==> config.mk <==
export PLATFORM = sky130hd
export DESIGN_NAME = bsg_fma_aux_cross_seq
export DESIGN_NICKNAME = d
export VERILOG_FILES = /design/src/rtl/bsg_fma_aux_cross_seq.sv
export SDC_FILE = /design/constraint.sdc
export NUM_CORES = 1
export LEC_CHECK = 0
export BUFFER_PORTS_ARGS = -buffer_cell sky130_fd_sc_hd__buf_2
export CORE_UTILIZATION = 57
export DETAILED_ROUTE_END_ITERATION = 10
export GPL_TIMING_DRIVEN = 0
export PLACE_DENSITY = 0.8
export SLEW_MARGIN = 30
export SYNTH_ARGS = -nofsm -noshare
export SYNTH_HDL_FRONTEND = slang
export SYNTH_SLANG_ARGS = --single-unit
export TNS_END_PERCENT = 10
==> constraint.sdc <==
create_clock -name clk_i -period 5.1 [get_ports clk_i]
set_clock_uncertainty 0.15 [all_clocks]
set_input_delay 0.765 -clock clk_i [delete_from_list [all_inputs] [get_ports clk_i]]
set_output_delay 0.765 -clock clk_i [all_outputs]
set_load 0.005 [all_outputs]
==> src/rtl/bsg_fma_aux_cross_seq.sv <==
// Serial producer of the byte cross-term (a_h*b_l + a_l*b_h) mod 256, retiring
// iter_bits_p partial-product bit positions per BUSY cycle. Optional: BSG_FMA_AUX_SEQ_EARLY_EXIT_EN.
module bsg_fma_aux_cross_seq #(
    parameter int iter_bits_p = 1
) (
    input  logic        clk_i,
    input  logic        reset_i,
    input  logic        v_i,
    output logic        ready_o,
    input  logic [15:0] a_i,
    input  logic [15:0] b_i,
    output logic        v_o,
    input  logic        yumi_i,
    output logic [7:0]  mod_o
);

    typedef enum logic [1:0] {IDLE, BUSY, DONE} state_e;

    state_e      state_q;
    logic [7:0]  ah_q, al_q, bh_q, bl_q;
    logic [7:0]  acc_q, acc_d;
    logic [3:0]  idx_q, idx_d;
    logic        ready_q, v_q;
    logic [7:0]  mod_q;
    logic [2:0]  pos;
    logic [7:0]  term;
    logic        busy_last;

    // One BUSY step: fold iter_bits_p shifted partial-product pairs into the accumulator.
    always_comb begin
        acc_d = acc_q;
        pos   = idx_q[2:0];
        term  = 8'd0;
        for (int j = 0; j < iter_bits_p; j++) begin
            pos   = idx_q[2:0] + 3'(j);
            term  = (bl_q[pos] ? ah_q : 8'd0) + (bh_q[pos] ? al_q : 8'd0);
            acc_d = acc_d + (term << pos);
        end
        idx_d = idx_q + 4'(iter_bits_p);
    end

`ifdef BSG_FMA_AUX_SEQ_EARLY_EXIT_EN
    // Stop once no B bit at or above the next index can contribute anything.
    assign busy_last = idx_d[3] | (((bl_q | bh_q) >> idx_d) == 8'd0);
`else
    assign busy_last = idx_d[3];
`endif

    // NOTE: all state below uses non-blocking assignments so every register
    // samples pre-edge values; the reset is synchronous, so it lives inside the clocked branch.
    always_ff @(posedge clk_i) begin
        if (reset_i) begin
            state_q <= IDLE;
            ah_q    <= 8'd0;
            al_q    <= 8'd0;
            bh_q    <= 8'd0;
            bl_q    <= 8'd0;
            acc_q   <= 8'd0;
            idx_q   <= 4'd0;
            ready_q <= 1'b1;
            v_q     <= 1'b0;
            mod_q   <= 8'd0;
        end else begin
            case (state_q)
                IDLE: begin
                    if (v_i && ready_q) begin
                        ah_q    <= a_i[15:8];
                        al_q    <= a_i[7:0];
                        bh_q    <= b_i[15:8];
                        bl_q    <= b_i[7:0];
                        acc_q   <= 8'd0;
                        idx_q   <= 4'd0;
                        ready_q <= 1'b0;
                        state_q <= BUSY;
                    end
                end
                BUSY: begin
                    acc_q <= acc_d;
                    idx_q <= idx_d;
                    if (busy_last) begin
                        v_q     <= 1'b1;
                        mod_q   <= acc_d;
                        state_q <= DONE;
                    end
                end
                DONE: begin
                    if (yumi_i) begin
                        v_q     <= 1'b0;
                        mod_q   <= 8'd0;
                        ready_q <= 1'b1;
                        state_q <= IDLE;
                    end
                end
                default: begin
                    state_q <= IDLE;
                    ready_q <= 1'b1;
                    v_q     <= 1'b0;
                    mod_q   <= 8'd0;
                end
            endcase
        end
    end

    assign ready_o = ready_q;
    assign v_o     = v_q;
    assign mod_o   = mod_q;

endmodule

Word-level counts from Yosys, hierarchy flattened:

Index checks and enable logic that the tools add are counted.

* bits in registers: 56
* output and inout port bits: 10

* multiplexer cells: 23
* equal/unequal tests: 5
* order comparisons: 1
* bitwise gates (word level): 2
* $add $sub $neg: 3
* shift operators: 1
* reduce and logical (&&, ||, !) cells: 8

Operators with widths (number)
* two-way mux 8 bit: 5
* case mux 8 bit (3 select lines): 1
* adder 8 bit: 2
* case mux 8 bit (2 select lines): 1
* AND reduction 3 bit: 3
* case mux 4 bit (2 select lines): 1
* left shift 8 x 3 -> 8 bit: 1
* binary-select mux 1 bit (select 3 bit): 2
* two-way mux 1 bit: 6
* two-way mux 2 bit: 3
* inequality test 2 bit, second input constant: 3
* case mux 1 bit (3 select lines): 2
* case mux 2 bit (3 select lines): 1
* adder 4 x 1 -> 4 bit, second input constant: 1
* less-than comparator 3 x 4 -> 1 bit, second input constant: 1
* two-way mux 4 bit: 1
* AND reduction 2 bit: 2
* == test 2 x 1 -> 1 bit, second input constant: 1
* == test 2 bit, second input constant: 1
* logical NOT 2 bit: 1
* inverter 1 bit: 2
* nonzero test 2 bit: 1
* logical AND 1 bit: 1

Longest topological paths before layout:

Gate-level depths: netlist of run 1.

* depth after elaboration: 8
* mapped depth: 23
* gate-level depth less buffers: 21

Worst setup path before layout of run 1:

No wires, ideal clock.

* kind: register to register
* from: register idx_q[2]
* to: register acc_q[7]
* library setup time: 0.062 ns
* path buffers: 1
* cell stages (with the launch flop): 19
* period minus slack after synthesis: 4.389 ns
* arrival: 4.176 ns
* slack: 0.711 ns
* cell sequence: dfxtp_1 -> buf_6 -> mux2_1 -> mux4_2 -> and2_1 -> ha_1 -> inv_1 -> fa_1 -> nor2_1 -> a21oi_1 -> nor3_1 -> ha_1 -> a21o_1 -> a21oi_1 -> o21ai_0 -> o41ai_1 -> xor2_1 -> a2111o_1 -> nand3_1

* longest elaborated chain between the ends: 7
* elaborated cells on any way between the ends: 10
* classes of those cells: add/sub (2); shift (1); mux (7)

RTL lines
* start: declaration: RTL line 22 `logic [3:0] idx_q, idx_d;`
* start signal: assignment: RTL line 79 `idx_q <= idx_d;`
* binary-select mux 1 bit (select 3 bit): RTL line 36 `term = (bl_q[pos] ? ah_q : 8'd0) + (bh_q[pos] ? al_q : 8'd0);`
* two-way mux 1 bit (not written as such): RTL line 36
* two-way mux 8 bit: RTL line 36
* adder 8 bit: RTL line 36
* left shift 8 x 3 -> 8 bit (*): RTL line 37 `acc_d = acc_d + (term << pos);`
* adder 8 bit (*): RTL line 37
* case mux 8 bit (2 select lines) (*): RTL line 64 `case (state_q)`
* end signal: assignment: RTL line 58 `acc_q <= 8'd0;`
* end signal: assignment: RTL line 71 `acc_q <= 8'd0;`
* end signal: assignment: RTL line 78 `acc_q <= acc_d;`
* end: declaration: RTL line 21 `logic [7:0] acc_q, acc_d;`

Mark *: on every way between the ends. The rest lies on a longest branch, timed or not. The select of a mux whose other input is x is not followed.
A chain may end at the register's enable or synchronous reset.

Worst setup path after layout of run 1:

Same ends and word-level chain as after synthesis.

==> run_results.csv, run 1 <==
group,metric,value,unit
run_status,status,"completed",
detailed_routing,totalWireLength,6.952,mm
worst_setup_path,slowest_stage,"mux4_2",
clocking,htree_levels,2,
worst_setup_path,rr_endpoint,"acc_q[7]$_SDFFE_PP0P_",
hold_path,hold_end,"mod_o[5]$_SDFFE_PP0P_",
hold_path,min_path_cells,2,
finish,fillerInstances,461,
global_routing,grt_pass1_vias,2658,
finish,layout.nets,501,
detailed_routing,routed_via_density,5.501,
detailed_routing,drc_errors,0,
yosys,ys_types,54,
yosys,synthCells,396,
floorplanning,io_pins,46,
yosys,syn-cell-area,3124,sq um
worst_setup_path,path_class,"register to register",
worst_setup_path,crit_path_end_kind,"register",
timing,tightest_slew,0.6197,ns
placed_design,pre_cts_slack,0.2250,ns
yosys,synthFlopType,"dfxtp_1",
clocking,cts_sinks,56,
timing,tns,0,ns
yosys,postSynth.asyncResetShare,0,%
flow_run,cap_violations,0,
timing,max_freq,210.7,MHz
worst_setup_path,reg2reg_slack,0.35,ns
placed_design,gp_congestion,0.9220,
timing,hold-worst-slack,0.3043,ns
timing,setup_viol_count_final,0,
worst_setup_path,crit_family,"compound AO/OA/AOI/OAI gates",
detailed_routing,wl_per_cell,13.39,um
timing,final_max_slew_viol_count,0,
worst_setup_path,path_cells,"buf_6 -> mux2_1 -> mux4_2 -> and2_1 -> ha_1 -> inv_1 -> fa_1 -> nor2_1 -> a21oi_1 -> nor3_2 -> ha_1 -> a21o_1 -> a21oi_1 -> o21ai_0 -> o41ai_2 -> xor2_1 -> a2111o_1 -> nand3_1",
worst_setup_path,worstPathArrival,4.85,ns
worst_setup_path,cpPeakStageDelay,0.58,ns
worst_setup_path,r2r_start,"idx_q[2]$_SDFFE_PP0P_",
timing,final-hold-violation-count,0,
timing,setup_ws,0.3538,ns
hold_path,hp-start,"mod_o[5]$_SDFFE_PP0P_",
clocking,cts_resized,0,
worst_setup_path,timing.critical_path.from_type,"register",
yosys,ys_seq_elements,56,
finish,fin_cells,519,
global_routing,grt_max_degree,17,
global_routing,overflow,0,
yosys,synth-seq-area-share,35.88,%
global_routing,antenna_found_initial,0,
worst_setup_path,cp.required,5.21,ns
pwr,irDropWorstVdd,216.6,uV
global_routing,grt_pass1_wl,11.61,mm
pwr,p_per_area,246.4,nW/um^2
timing,fin_crit,4.746,ns
timing,max-slew-margin-rel,58.54,%
detailed_routing,drt_iter0_markers,148,
placed_design,portBuffers,45,
detailed_routing,first_pass_iters,4,
yosys,yosys_warnings,0,
floorplanning,rows,26,
yosys,synthTopCellsByArea,"dfxtp_1 36%, nand2_1 11%, a21oi_1 9.0%",
clocking,cts_tree,"yes",
floorplanning,initial_core_util,60.02,%
yosys,synthTopCellsByCount,"88 x nand2_1, 56 x a21oi_1, 56 x dfxtp_1, 27 x nor2_1",
clocking,clkSlewWorstSetupHoldPaths,0.10,ns
hold_path,min_path_type,"register to register",
yosys,synth.most_common_cell,"nand2_1",
yosys,avgSynthCellArea,7.890,sq um
floorplanning,design.core.area,5205,sq um
worst_setup_path,path_buf_inv,2,
yosys,yosysTopAreaCell,"dfxtp_1",
yosys,synth_top_area_share,35.88,%
finish,utilization,68.32,%
clocking,cts_setup_buffers,0,
floorplanning,die_y,76.04,um
yosys,synth-edff-count,0,
yosys,postSynthNetCount,449,
clocking,cts-root-buf,"clkbuf_8",
detailed_routing,ant_nets,0,
clocking,clockBufferDepth,2,
timing,rsz0062_at_grt,"false",
floorplanning,dieArea,5781,sq um
finish,drive_gt1_share,16.93,%
pwr,power_leakage,1.538,nW
clocking,cts_buffers,5,
floorplanning,die_width,76.04,um
worst_setup_path,r2r_cells,18,
finish,diodes,0,
timing,min_period_over_period,93.06,%
global_routing,grt_use_total,24.77,%
worst_setup_path,path_max_fanout,8,
placed_design,dp_cells,511,
clocking,insertion_delay,0.32,ns
clocking,cts_hold_buf,0,
placed_design,dpl.hpwl,5.214,mm
finish,area_growth,13.82,%
detailed_routing,vias,2855,
[cell families (layout without fill, tap and decap cells)]
kind of cell | Yosys count | count (layout) | share of synthesized area, %
simple gates | 171 | 171 | 24.71
compound gates | 95 | 95 | 18.74
flops | 56 | 56 | 35.88
buf+inv | 32 | 85 | 4.405
fa+ha+maj | 17 | 17 | 7.289
xor+xnor | 13 | 13 | 3.885
mux | 12 | 12 | 5.086
[flip-flops by register name, summed over array words and instances, names as in the netlist]
signal / cells
bh_q: 8
v_o: 1
mod_o: 8
acc_q: 8
ah_q: 8
al_q: 8
state_q: 2
bl_q: 8
ready_o: 1
idx_q: 4
[cells in the final DEF, fill, tap and decap left out, types with 5 or more instances in the layout]
| cell type | Yosys | routed |
|---|---|---|
| a21oi_1 | 56 | 56 |
| a22oi_1 | 6 | 6 |
| and2_1 | 15 | 15 |
| buf_2 | 2 | 47 |
| clkbuf_1 | 15 | 16 |
| clkbuf_8 | 0 | 6 |
| dfxtp_1 | 56 | 55 |
| ha_1 | 15 | 15 |
| inv_1 | 11 | 11 |
| nand2_1 | 88 | 88 |
| nand2b_1 | 5 | 5 |
| nand3_1 | 12 | 12 |
| nor2_1 | 27 | 26 |
| nor3_1 | 6 | 5 |
| o21ai_0 | 7 | 7 |
| xnor2_1 | 8 | 8 |
[final cells by class]
type	instances	area [sq um]	share of cell area, %
timing repair buffer	45	225.2	6.334
buffer	19	88.84	2.498
sequential	56	1122	31.56
inverter	13	52.55	1.478
multi-input combinational	308	1886	53.03
clock inverter	1	7.507	0.2111
clock buffer	7	86.33	2.428
tap	70	87.58	2.463
[worst max path at each step]
stage | start | depth (start not counted) | end | slack (ns)
global placement | idx_q[2]$_SDFFE_PP0P_ | 18 | acc_q[7]$_SDFFE_PP0P_ | 0.28
CTS | idx_q[2]$_SDFFE_PP0P_ | 18 | acc_q[7]$_SDFFE_PP0P_ | 0.16
detailed placement | idx_q[2]$_SDFFE_PP0P_ | 18 | acc_q[7]$_SDFFE_PP0P_ | 0.22
finish | idx_q[2]$_SDFFE_PP0P_ | 18 | acc_q[7]$_SDFFE_PP0P_ | 0.35
floorplan | idx_q[2]$_SDFFE_PP0P_ | 18 | acc_q[7]$_SDFFE_PP0P_ | 0.71
global route | idx_q[2]$_SDFFE_PP0P_ | 23 | acc_q[7]$_SDFFE_PP0P_ | 0.10
[metrics by stage]
| step | power (W) | area [sq um] |
|---|---|---|
| 3_3_place_gp | 0.0006179 | 3437 |
| 2_1_floorplan | 0.0005772 | 3124 |
| 6_report | 0.0008762 | 3556 |
| 5_1_grt | 0.0009144 | 3556 |
| 3_5_place_dp | 0.0006225 | 3437 |
| 4_1_cts | 0.0008779 | 3531 |
[routing by layer]
| metal | routed length [um] | share of wire [%] | up-vias | global-route usage [%] |
|---|---|---|---|---|
| met2 | 3384 | 49 | 66 | 42.45 |
| met1 | 3224 | 46 | 1319 | 31.31 |
| met3 | 220 | 3.2 | 15 | 4.671 |
| met4 | 123 | 1.8 | 0 | 8.269 |
| met5 | 0 | 0 | - | 0 |
| li1 | - | - | 1455 | - |
[worst min-delay path, cell delays in order (launching register included)]
cell     delay [ns]
dfxtp_1        0.32
nand2_1        0.05
a21oi_1        0.05
[report_power, final]
| group | leakage, nW | internal (W) | switching (W) | total (W) |
|---|---|---|---|---|
| Clock | 0.0445 | 0.000111 | 0.000149 | 0.000260 |
| Sequential | 0.456 | 0.000458 | 0.0000118 | 0.000469 |
| Combinational | 1.04 | 0.0000572 | 0.0000893 | 0.000147 |
No activity file was read; power rests on OpenSTA's default activity.
==> inputs of run 2 (changes only) <==
- ABC_AREA: not set -> 1
- CORE_UTILIZATION: 57 -> 55
- GPL_TIMING_DRIVEN: 0 -> not set
- PLACE_DENSITY: 0.8 -> 0.77
==> run_results.csv, run 2 <==
group,metric,value,unit
timing,tns,0,ns
floorplanning,rows,27,
worst_setup_path,timing.critical_path.from_type,"register",
yosys,synth-edff-count,0,
yosys,synth-seq-area-share,35.75,%
finish,fillerInstances,497,
timing,rsz0062_at_grt,"false",
hold_path,min_path_type,"register to register",
finish,layout.nets,529,
worst_setup_path,cpPeakStageDelay,0.76,ns
detailed_routing,wl_met1,3.196,mm
placed_design,dpl.hpwl,4.809,mm
detailed_routing,routed_via_density,5.226,
clocking,insertion_delay,0.31,ns
global_routing,grt_use_total,23.19,%
timing,final-hold-violation-count,0,
yosys,synthSimpleGateAreaFrac,24.26,%
pwr,power_leakage,1.566,nW
worst_setup_path,crit_path_end_kind,"register",
hold_path,hp-start,"al_q[3]$_SDFFE_PP0P_",
yosys,synth_top_area_share,35.75,%
clocking,clockBufferDepth,2,
yosys,postSynthNetCount,497,
yosys,synthFlopType,"dfxtp_1",
floorplanning,dieArea,6007,sq um
timing,setup_viol_count_final,0,
worst_setup_path,path_buf_inv,4,
yosys,postSynth.asyncResetShare,0,%
timing,fin_crit,4.637,ns
worst_setup_path,path_max_fanout,19,
worst_setup_path,slowest_stage,"dfxtp_1",
floorplanning,design.core.area,5507,sq um
clocking,cts_sinks,56,
timing,max_freq,215.7,MHz
finish,diodes,0,
global_routing,grt_max_degree,62,
timing,final_max_slew_viol_count,0,
detailed_routing,totalWireLength,6.542,mm
yosys,synth-xor-area-share,1.676,%
worst_setup_path,cp.required,5.19,ns
worst_setup_path,r2r_start,"idx_q[0]$_SDFFE_PP0P_",
clocking,cts_setup_buffers,0,
worst_setup_path,reg2reg_slack,0.46,ns
yosys,synthCells,444,
finish,final_cell_mix,"70 x nand2_1, 60 x a21oi_1, 57 x inv_1",
clocking,htree_levels,2,
worst_setup_path,crit_top_cell,"nand3_1",
worst_setup_path,path_class,"register to register",
timing,tightest_slew,0.7009,ns
pwr,irDropWorstVdd,154.0,uV
placed_design,gp_congestion,0.8715,
clocking,cts_tree,"yes",
global_routing,overflow,0,
clocking,cts_resized,0,
yosys,ys_seq_elements,56,
detailed_routing,wl_per_cell,11.92,um
placed_design,portBuffers,45,
global_routing,grt_pass1_vias,2691,
detailed_routing,first_pass_iters,7,
global_routing,antenna_found_initial,0,
yosys,synthTopCellsByCount,"70 x nand2_1, 60 x a21oi_1, 58 x inv_1, 56 x dfxtp_1, 51 x o21ai_0",
worst_setup_path,rr_endpoint,"mod_o[7]$_SDFFE_PP0P_",
finish,final_common_cell,"nand2_1",
detailed_routing,ant_nets,0,
clocking,cts_hold_buf,0,
detailed_routing,drc_errors,0,
global_routing,grt_pass1_wl,11.36,mm
yosys,avgSynthCellArea,7.062,sq um
flow_run,cap_violations,0,
yosys,synth_top_family_by_area,"simple AND/OR/NAND/NOR gates",
yosys,yosys_warnings,0,
yosys,synth_compound_area_share,19.59,%
floorplanning,initial_core_util,56.94,%
finish,drive_gt1_share,14.88,%
yosys,muxShareOfSynthArea,0.3192,%
yosys,syn-cell-area,3136,sq um
floorplanning,io_pins,46,
worst_setup_path,endpoint,"mod_o[7]$_SDFFE_PP0P_",
run_status,status,"completed",
worst_setup_path,r2r_cells,26,
pwr,finalPower,0.001092,W
detailed_routing,drt_iter0_markers,108,
clocking,clkSlewWorstSetupHoldPaths,0.10,ns
worst_setup_path,worst-path-stages,26,
yosys,synthTopCellsByArea,"dfxtp_1 36%, a21oi_1 9.6%, nand2_1 8.4%",
worst_setup_path,cp-startpoint,"idx_q[0]$_SDFFE_PP0P_",
yosys,synthAdderAreaFrac,7.263,%
finish,area_growth,10.22,%
worst_setup_path,crit_family,"simple AND/OR/NAND/NOR gates",
pwr,p_per_area,316.1,nW/um^2
detailed_routing,wl_met2,3.033,mm
floorplanning,die_y,77.51,um
clocking,cts_buffers,5,
detailed_routing,routed-wl-met3,244,um
timing,min_period_over_period,90.91,%
detailed_routing,top_layer,"met4",
floorplanning,die_width,77.51,um
hold_path,min_path_cells,2,
timing,max-slew-margin-rel,53.10,%
finish,utilization,62.76,%
clocking,cts-root-buf,"clkbuf_8",
worst_setup_path,worstPathArrival,4.72,ns
yosys,yosysTopAreaCell,"dfxtp_1",
detailed_routing,vias,2869,
yosys,ys_types,35,
yosys,synth.most_common_cell,"nand2_1",
==> run 2: changes by cell type after synthesis, sizes merged, moves of 9 or more <==
cell and change:
nand3 +22, o21ai +44, inv +50, nor2 +13
nand2 -14, and2 -15, mux2 -9
==> run 2: cell families (layout without fill, tap and decap cells) <==
| group | after synthesis | in the layout |
|---|---|---|
| adder cells (fa/ha/maj) | 17 | 17 |
| multiplexers | 1 | 1 |
| buffers and inverters | 83 | 116 |
| XOR/XNOR | 6 | 6 |
| flip-flops | 56 | 56 |
| AO/OA/AOI/OAI | 119 | 119 |
| AND/OR/NAND/NOR | 162 | 162 |
==> run 2: power breakdown <==
| part | leakage, nW | internal (W) | switching (W) | total (W) |
|---|---|---|---|---|
| Sequential | 0.460 | 0.000484 | 0.0000248 | 0.000509 |
| Combinational | 1.05 | 0.000105 | 0.000185 | 0.000290 |
| Clock | 0.0558 | 0.000149 | 0.000145 | 0.000293 |
==> run 2: layout make-up <==
class	instances	area (sq um)	area share (%)
Inverter	62	235.2	6.807
Tap cell	72	90.09	2.607
Timing Repair Buffer	46	232.7	6.734
Sequential cell	56	1121	32.44
Clock buffer	6	72.57	2.100
Clock inverter	2	38.79	1.122
Multi-Input combinational cell	305	1665	48.19
==> run 2: how the worst min path moves through the flow <==
| stage | to | slack (ns) |
|---|---|---|
| 2_1_floorplan | bh_q[6]$_SDFFE_PP0P_ | 0.28 |
| 3_3_place_gp | al_q[2]$_SDFFE_PP0P_ | 0.30 |
| 3_5_place_dp | al_q[2]$_SDFFE_PP0P_ | 0.30 |
| 4_1_cts | al_q[2]$_SDFFE_PP0P_ | 0.31 |
| 5_1_grt | al_q[2]$_SDFFE_PP0P_ | 0.34 |
| 6_report | al_q[3]$_SDFFE_PP0P_ | 0.31 |
==> run 2: routing by layer <==
layer | track usage [%] | up-vias
met5 | 0 | -
met4 | 6.981 | 0
met3 | 4.824 | 9
met2 | 39.73 | 57
met1 | 29.07 | 1289
li1 | - | 1514
==> run 2: worst min-delay path: cells and delay by family (launching register included) <==
family,cells,cell delay (ns)
flops,1,0.31
compound gates,1,0.05
buf+inv,1,0.06
==> run 2: through the flow <==
step | area [sq um] | instances | setup WS [ns] | hold slack, ns
after global routing | 3456 | 549 | 0.09958 | 0.3362
final | 3456 | 549 | 0.4634 | 0.3084
after global placement | 3344 | 541 | 0.7293 | 0.2958
after CTS | 3456 | 549 | 0.5013 | 0.3108
after detailed placement | 3344 | 541 | 0.5754 | 0.2970
after floorplan | 3136 | 444 | 1.496 | 0.2792
==> inputs of run 3 (changes only) <==
- ABC_AREA: 1 -> 0
==> run_results.csv, run 3 (synthesis gave the netlist of run 1 again) <==
group,metric,value,unit
finish,layout.nets,486,
clocking,cts_sinks,56,
clocking,insertion_delay,0.31,ns
worst_setup_path,crit_path_end_kind,"register",
finish,final_cell_mix,"88 x nand2_1, 56 x a21oi_1, 55 x dfxtp_1",
floorplanning,initial_core_util,56.74,%
floorplanning,die_width,77.37,um
pwr,irDropWorstVdd,164.4,uV
timing,max-slew-margin-rel,39.35,%
clocking,cts_buffers,5,
global_routing,grt_max_degree,60,
clocking,clkSlewWorstSetupHoldPaths,0.10,ns
detailed_routing,first_pass_iters,4,
detailed_routing,routed_via_density,5.417,
timing,min_period_over_period,91.91,%
timing,final-hold-violation-count,0,
finish,fillerInstances,475,
run_status,status,"completed",
timing,fin_crit,4.687,ns
detailed_routing,wl_per_cell,12.86,um
timing,setup_viol_count_final,0,
pwr,p_per_area,264.0,nW/um^2
global_routing,grt_pass1_wl,11.35,mm
finish,fin_cells,506,
detailed_routing,totalWireLength,6.506,mm
flow_run,cap_violations,0,
finish,area_growth,12.78,%
floorplanning,design.core.area,5507,sq um
global_routing,antenna_found_initial,0,
timing,final_max_slew_viol_count,0,
placed_design,dpl.hpwl,4.788,mm
placed_design,gp_congestion,0.9542,
worst_setup_path,path_class,"register to register",
global_routing,grt_use_total,23.37,%
placed_design,dp_cells,498,
timing,max_freq,213.3,MHz
timing,rsz0062_at_grt,"false",
placed_design,pre_cts_slack,0.3856,ns
worst_setup_path,worstPathArrival,4.79,ns
placed_design,portBuffers,45,
detailed_routing,drt_iter0_markers,208,
pwr,power_leakage,1.529,nW
timing,setup_ws,0.4128,ns
worst_setup_path,timing.critical_path.from_type,"register",
worst_setup_path,path_max_fanout,8,
floorplanning,io_pins,46,
clocking,cts_hold_buf,0,
global_routing,grt_pass1_vias,2529,
timing,tightest_slew,0.9064,ns
hold_path,min_path_type,"register to register",
finish,final_common_cell,"nand2_1",
hold_path,min_path_cells,2,
clocking,cts_tree,"yes",
worst_setup_path,r2r_cells,17,
finish,drive_gt1_share,17.28,%
detailed_routing,ant_nets,0,
floorplanning,die_y,77.37,um
finish,diodes,0,
clocking,cts-root-buf,"clkbuf_8",
global_routing,overflow,0,
timing,tns,0,ns
floorplanning,dieArea,5986,sq um
clocking,htree_levels,2,
detailed_routing,drc_errors,0,
floorplanning,rows,27,
worst_setup_path,cp.required,5.21,ns
clocking,clockBufferDepth,2,
detailed_routing,vias,2741,
run 3: cell count changes in the layout (fill, tap and decap cells not counted), sizes merged, moves of 9 or more:
cell / change
inv: -51
o21ai: -44
nand3: -22
and2: +15
nand2: +14
nor2: -13
mux2: +9
run 3: per-layer routing:
metal	GRT usage (%)	wire, um
met1	32.52	3162
met2	36.81	2961
met3	3.294	290
met4	8.302	91
met5	0	0
run 3: final cells by class:
type | instances | area [sq um] | area share, %
sequential | 56 | 1122 | 31.85
timing repair buffer | 49 | 257.7 | 7.315
multi-input combinational | 308 | 1878 | 53.30
clock buffer | 7 | 96.34 | 2.734
clock inverter | 1 | 30.03 | 0.8523
tap | 72 | 90.09 | 2.557
inverter | 13 | 48.80 | 1.385
run 3: worst max-delay path, cell delays in order (launching register included):
cell,delay (ns)
dfxtp_1,0.44
mux2_1,0.35
mux4_2,0.56
and2_1,0.21
ha_1,0.39
and2_4,0.18
a221oi_2,0.28
a21boi_0,0.16
nor3b_1,0.31
o31ai_1,0.12
o22ai_1,0.21
ha_1,0.30
nor3_1,0.14
nor2_1,0.06
o41ai_1,0.07
xor2_1,0.19
a2111o_1,0.42
nand3_1,0.08
run 3: through the flow:
step           hold slack, ns  util, %  total power (W)  instance area (sq um)
2_1_floorplan          0.2817        -        0.0005772                   3124
3_3_place_gp           0.2911    61.49        0.0006151                   3386
3_5_place_dp           0.2922    61.49        0.0006185                   3386
4_1_cts                0.3070    63.78        0.0009382                   3512
5_1_grt                0.3331    63.99        0.0009774                   3523
6_report               0.3078    63.99        0.0009302                   3523
run 3: final timing paths:
path | start | endpoint | slack, ns
hold / removal | al_q[5]$_SDFFE_PP0P_ | al_q[5]$_SDFFE_PP0P_ | 0.31
hold reg to reg | al_q[5]$_SDFFE_PP0P_ | al_q[5]$_SDFFE_PP0P_ | 0.31
setup reg to reg | idx_q[2]$_SDFFE_PP0P_ | acc_q[7]$_SDFFE_PP0P_ | 0.41
setup / recovery | idx_q[2]$_SDFFE_PP0P_ | acc_q[7]$_SDFFE_PP0P_ | 0.41
run 3: what timing repair did:
item                       CTS  global route
setup endpoints to repair    0             1
setup buffers                0             0
resized for setup            0             3
run 3: power by group:
part           internal (W)  switching, W
Sequential         0.000458     0.0000136
Clock              0.000174      0.000147
Combinational     0.0000561     0.0000824
